<file path="src/rtl/pc_fetch.sv">
`default_nettype none
// ---------------------------------------------------------------------------
// pc_fetch : fetch PC register, single-outstanding imem fetch, instr buffer
// Rev 1.0
// ---------------------------------------------------------------------------
module pc_fetch #(
  parameter logic [31:0] RESET_PC   = 32'h0000_0000,
  parameter int          FIFO_DEPTH = 2
) (
  input  logic        clk,
  input  logic        rst_n,
  input  logic        redirect,
  input  logic [31:0] npc_i,
  output logic [31:0] pc_o,
  output logic        imem_req,
  output logic [31:0] imem_addr,
  input  logic        imem_gnt,
  input  logic        imem_rvalid,
  input  logic [31:0] imem_rdata,
  output logic        if_valid,
  input  logic        if_ready,
  output logic [31:0] if_instr,
  output logic [31:0] if_pc
);

  localparam int PW = $clog2(FIFO_DEPTH);
  localparam int CW = PW + 1;
  localparam logic [CW-1:0] DEPTH_C = CW'(FIFO_DEPTH);
  localparam logic [CW-1:0] CNT_ONE = CW'(1);
  localparam logic [PW-1:0] PTR_ONE = PW'(1);

  typedef enum logic [1:0] {
    IDLE = 2'd0,
    REQ  = 2'd1,
    WAIT = 2'd2
  } state_t;

  state_t        state;
  logic [31:0]   pc_q;
  logic [31:0]   tag_pc;
  logic          discard;
  logic [31:0]   fifo_pc    [FIFO_DEPTH];
  logic [31:0]   fifo_instr [FIFO_DEPTH];
  logic [PW-1:0] rd_ptr;
  logic [PW-1:0] wr_ptr;
  logic [CW-1:0] count;
  logic [CW-1:0] count_next;
  logic          push;
  logic          pop;

  assign if_valid  = (count != '0);
  assign pop       = if_valid & if_ready;
  assign push      = (state == WAIT) & imem_rvalid & ~discard & ~redirect;

  assign pc_o      = pc_q;
  assign imem_addr = pc_q;
  assign imem_req  = (state == REQ);
  assign if_pc     = if_valid ? fifo_pc[rd_ptr]    : '0;
  assign if_instr  = if_valid ? fifo_instr[rd_ptr] : '0;

  always_comb begin
    count_next = count;
    if (push && !pop) begin
      count_next = count + CNT_ONE;
    end else if (pop && !push) begin
      count_next = count - CNT_ONE;
    end
  end

  // Storage needs no reset: entries are only visible once count marks them valid.
  always_ff @(posedge clk) begin
    if (push) begin
      fifo_pc[wr_ptr]    <= tag_pc;
      fifo_instr[wr_ptr] <= imem_rdata;
    end
  end

  always_ff @(posedge clk or negedge rst_n) begin
    if (!rst_n) begin
      state   <= IDLE;
      pc_q    <= RESET_PC;
      tag_pc  <= '0;
      discard <= 1'b0;
      rd_ptr  <= '0;
      wr_ptr  <= '0;
      count   <= '0;
    end else if (redirect) begin
      // Flush wins over any push; a response already owed by memory is marked stale.
      pc_q   <= npc_i;
      rd_ptr <= '0;
      wr_ptr <= '0;
      count  <= '0;
      case (state)
        IDLE: state <= REQ;
        REQ: begin
          if (imem_gnt) begin
            state   <= WAIT;
            discard <= 1'b1;
          end
        end
        WAIT: begin
          if (imem_rvalid) begin
            state   <= REQ;
            discard <= 1'b0;
          end else begin
            discard <= 1'b1;
          end
        end
        default: state <= IDLE;
      endcase
    end else begin
      count <= count_next;
      if (push) wr_ptr <= wr_ptr + PTR_ONE;
      if (pop)  rd_ptr <= rd_ptr + PTR_ONE;
      case (state)
        IDLE: begin
          if (count < DEPTH_C) state <= REQ;
        end
        REQ: begin
          if (imem_gnt) begin
            tag_pc <= pc_q;
            pc_q   <= pc_q + 32'd1;
            state  <= WAIT;
          end
        end
        WAIT: begin
          if (imem_rvalid) begin
            discard <= 1'b0;
            state   <= (count_next < DEPTH_C) ? REQ : IDLE;
          end
        end
        default: state <= IDLE;
      endcase
    end
  end

endmodule
`default_nettype wire

</file>
<file path="config.mk">
export PLATFORM = sky130hd
export DESIGN_NAME = pc_fetch
export DESIGN_NICKNAME = d
export VERILOG_FILES = /design/src/rtl/pc_fetch.sv
export SDC_FILE = /design/constraint.sdc
export NUM_CORES = 1
export LEC_CHECK = 0
export ABC_AREA = 1
export BUFFER_PORTS_ARGS = -buffer_cell sky130_fd_sc_hd__buf_4
export CORE_MARGIN = 5
export CORE_UTILIZATION = 45
export CTS_CLUSTER_SIZE = 14
export DETAILED_ROUTE_END_ITERATION = 10
export PLACE_DENSITY_LB_ADDON = 0.15
export SYNTH_ARGS = -nofsm -noshare
export SYNTH_HDL_FRONTEND = slang
export SYNTH_SLANG_ARGS = --single-unit
</file>
<file path="constraint.sdc">
create_clock -name clk -period 8.38 [get_ports clk]
set_clock_uncertainty 0.1 [all_clocks]
set_input_delay 2.514 -clock clk [delete_from_list [all_inputs] [get_ports clk]]
set_output_delay 2.514 -clock clk [all_outputs]
set_load 0.01 [all_outputs]
</file>
==> metrics <==
adder-cell share of the synthesized area=0.008389; Post-CTS Setup Inserts=0; Compound-Gate Fraction of Synth Area=0.07383; syn nets=969; final slew viol count=0; Port-buffer cells=199; yosys warns=0; total routed wirelength=21720 um; GRT Residual Overflow=0; mux contribution to synthesized area=0; WP data required=5.77 ns; area of the multi-input gates=0.002731 mm2; gr usage total=0.1924; H-tree depth=4; CTS tree=done; clk_lat worst skew=0.42 ns; root buffer cell=clkbuf_16; I/O pin count=200; post-route cell area=0.01095 mm2; Max-Cap Viols=0; initial antenna violation count=0; DRC Markers=0; Pwr Density=275.0 mW/mm2; Area after DPL=0.01040 mm2; slew margin rel.=0.2957; Fin. Hold Viols=0; Crit Path Max Fanout=66; RD Place Congestion=0.8333; PostCTS Resize Cnt=0; FF+latch area=0.005622 mm2; main combinational cell family by area after synthesis=simple AND/OR/NAND/NOR gates; Worst setup SP type=flop; FMAX=197.6 MHz; Mapped Cells=893; Starting Density=0.4583; Fin Setup TNS=0 ns; antenna cells=0; Hold Path Class=reg2reg; Final Cycle Share=0.6039; post-synthesis cell area=0.008949 mm2; Filler cells=1769; vias in the first global route=6323; core area=0.01953 mm2; sequential area share after synthesis=0.6281; global-route wire length before repair=34130 um; crit path DAT=2.45 ns; Non-Filler Instances=1324; vias=6652; Worst-Margin Slew=1.055 ns; synthesized-area fraction occupied by and/or/nand/nor cells=0.2167; Final Hold Slack=0.3772 ns; Post-DRT Antenna Nets=0; Pleak=0.004647 uW; largest net degree at the start of global routing=72; status=finished clean; Die Area=0.02281 mm2; Clock Path Buffers=2; die extent in y=151.0 um; Area growth syn-to-layout=22.36%; nets=1122; Row Count=51; CTS clock-pin slew for the worst setup and hold paths=0.07 ns; count of cell types in the netlist=38; DRC violation total after the first TritonRoute iteration=449; register bit total from synthesis=199; Num CTS Buffers=17; XOR/XNOR Fraction of Synth Area=0.004894; WL/cell=16.41 um; Critical Path End Type=primary output; Worst Path Class, Setup=reg2out; worst vdd ir=148.7 uV; layout cells sized above 1=0.2540; Clock Sinks=199; hold_buf cts=0; DR vias/cell=5.024; DR pass1 iterations=5; Period minus WS final=5.060 ns; DP HPWL=14470 um; Placed Cells=1292; Die Width=151.0 um; Mean Syn Cell Area=10.02 um2; RSZ-0062 raised after global routing=no; final setup fails=0
-- per-layer routing --
metal	share of wire	vias to the layer above	global-route usage	wire length [um]
li1	-	3270	-	-
met2	0.46	214	0.2882	9890
met5	0	-	0	0
met1	0.47	3149	0.2868	10260
met3	0.061	19	0.03890	1316
met4	0.012	0	0.05258	260
-- stage by stage --
stage,power [uW],utilization,setup WS [ns]
3_5_place_dp,2275,0.5324,3.256
3_3_place_gp,2263,0.5324,3.308
2_1_floorplan,1856,-,0.3387
5_1_grt,3197,0.5607,3.034
4_1_cts,3044,0.5607,3.302
6_report,3011,0.5607,3.320
-- where the power goes --
part / switching, uW / internal, uW / total (uW)
logic: 513 / 369 / 883
registers: 150 / 1210 / 1360
clock network: 358 / 412 / 770
-- layout make-up --
class	count	area share
Sequential cell	199	0.5134
Multi-Input combinational cell	575	0.2495
Timing Repair Buffer	203	0.1392
Clock buffer	18	0.03920
Tap cell	265	0.03028
Inverter	50	0.01714
Clock inverter	14	0.01131
-- final timing paths --
kind	startpoint	end	slack (ns)	cells past startpoint
max	count[1]	if_pc[18]	3.32	6
min reg2reg	tag_pc[31]	fifo_pc[1][31]	0.38	0
min in group asynchronous	rst_n	state[1]	2.09	1
min	tag_pc[31]	fifo_pc[1][31]	0.38	0
max in group asynchronous	rst_n	rd_ptr	5.40	1
max reg2reg	state[1]	imem_addr[24]	5.33	10
-- worst max-delay path, stage by stage (launching register included) --
cell and delay [ns]:
dfrtp_1 0.38, inv_1 0.06, ha_1 0.18, inv_2 0.70
o21ai_0 0.21, nor2_1 0.24, buf_4 0.17
-- synth_stat cells, drive strengths merged --
| library cell | number | area (um2) |
|---|---|---|
| o31ai | 1 | 7.510 |
| o22ai | 1 | 6.260 |
| o21a | 2 | 15.01 |
| a21oi | 5 | 25.02 |
| nand3b | 7 | 52.55 |
| edfxtp | 128 | 3844 |
| nand4 | 14 | 100.1 |
| nand3 | 36 | 202.7 |
| nor4 | 1 | 6.260 |
| a311oi | 1 | 8.760 |
| inv | 50 | 187.7 |
| nor3 | 8 | 40.04 |
| xor2 | 5 | 43.79 |
| dfrtp | 71 | 1777 |
| clkbuf | 18 | 67.56 |
| o21ai | 97 | 485.5 |
| o211ai | 4 | 30.03 |
| buf | 51 | 354.1 |
| nor2 | 214 | 894.6 |
| nand2 | 160 | 615.6 |
| o2111ai | 4 | 35.03 |
| nor3b | 3 | 27.52 |
| o311ai | 1 | 8.760 |
| ha | 6 | 75.07 |
| o221ai | 1 | 8.760 |
| o21bai | 4 | 30.03 |
-- cell families after synthesis --
| logic type | Yosys count |
|---|---|
| flip-flops | 199 |
| AO/OA/AOI/OAI | 121 |
| AND/OR/NAND/NOR | 443 |
| buffers and inverters | 119 |
| adder cells (fa/ha/maj) | 6 |
| XOR/XNOR | 5 |
-- layout by cell type (no fill, tap or decap), drive strengths merged, types with 2 or more instances in the layout --
master    synthesis  routed
ha                6       6
xor2              5       5
o211ai            4       4
nand3b            7       7
o21ai            97      97
buf              51     203
nand4            14      14
inv              50      55
dfrtp            71      71
nor3              8       8
clkbuf           18      18
edfxtp          128     128
clkinv            0       4
o2111ai           4       4
nor3b             3       3
clkinvlp          0       4
o21bai            4       4
o21a              2       2
nand2           160     160
nand3            36      36
nor2            214     214
a21oi             5       5
-- flip-flops by register name, indices dropped and copies added, names as in the netlist --
name	cells
fifo_instr	64
fifo_pc	64
imem_addr	32
tag_pc	32
count	2
state	2
discard	1
rd_ptr	1
wr_ptr	1
No activity file was read; power rests on OpenSTA's default activity.
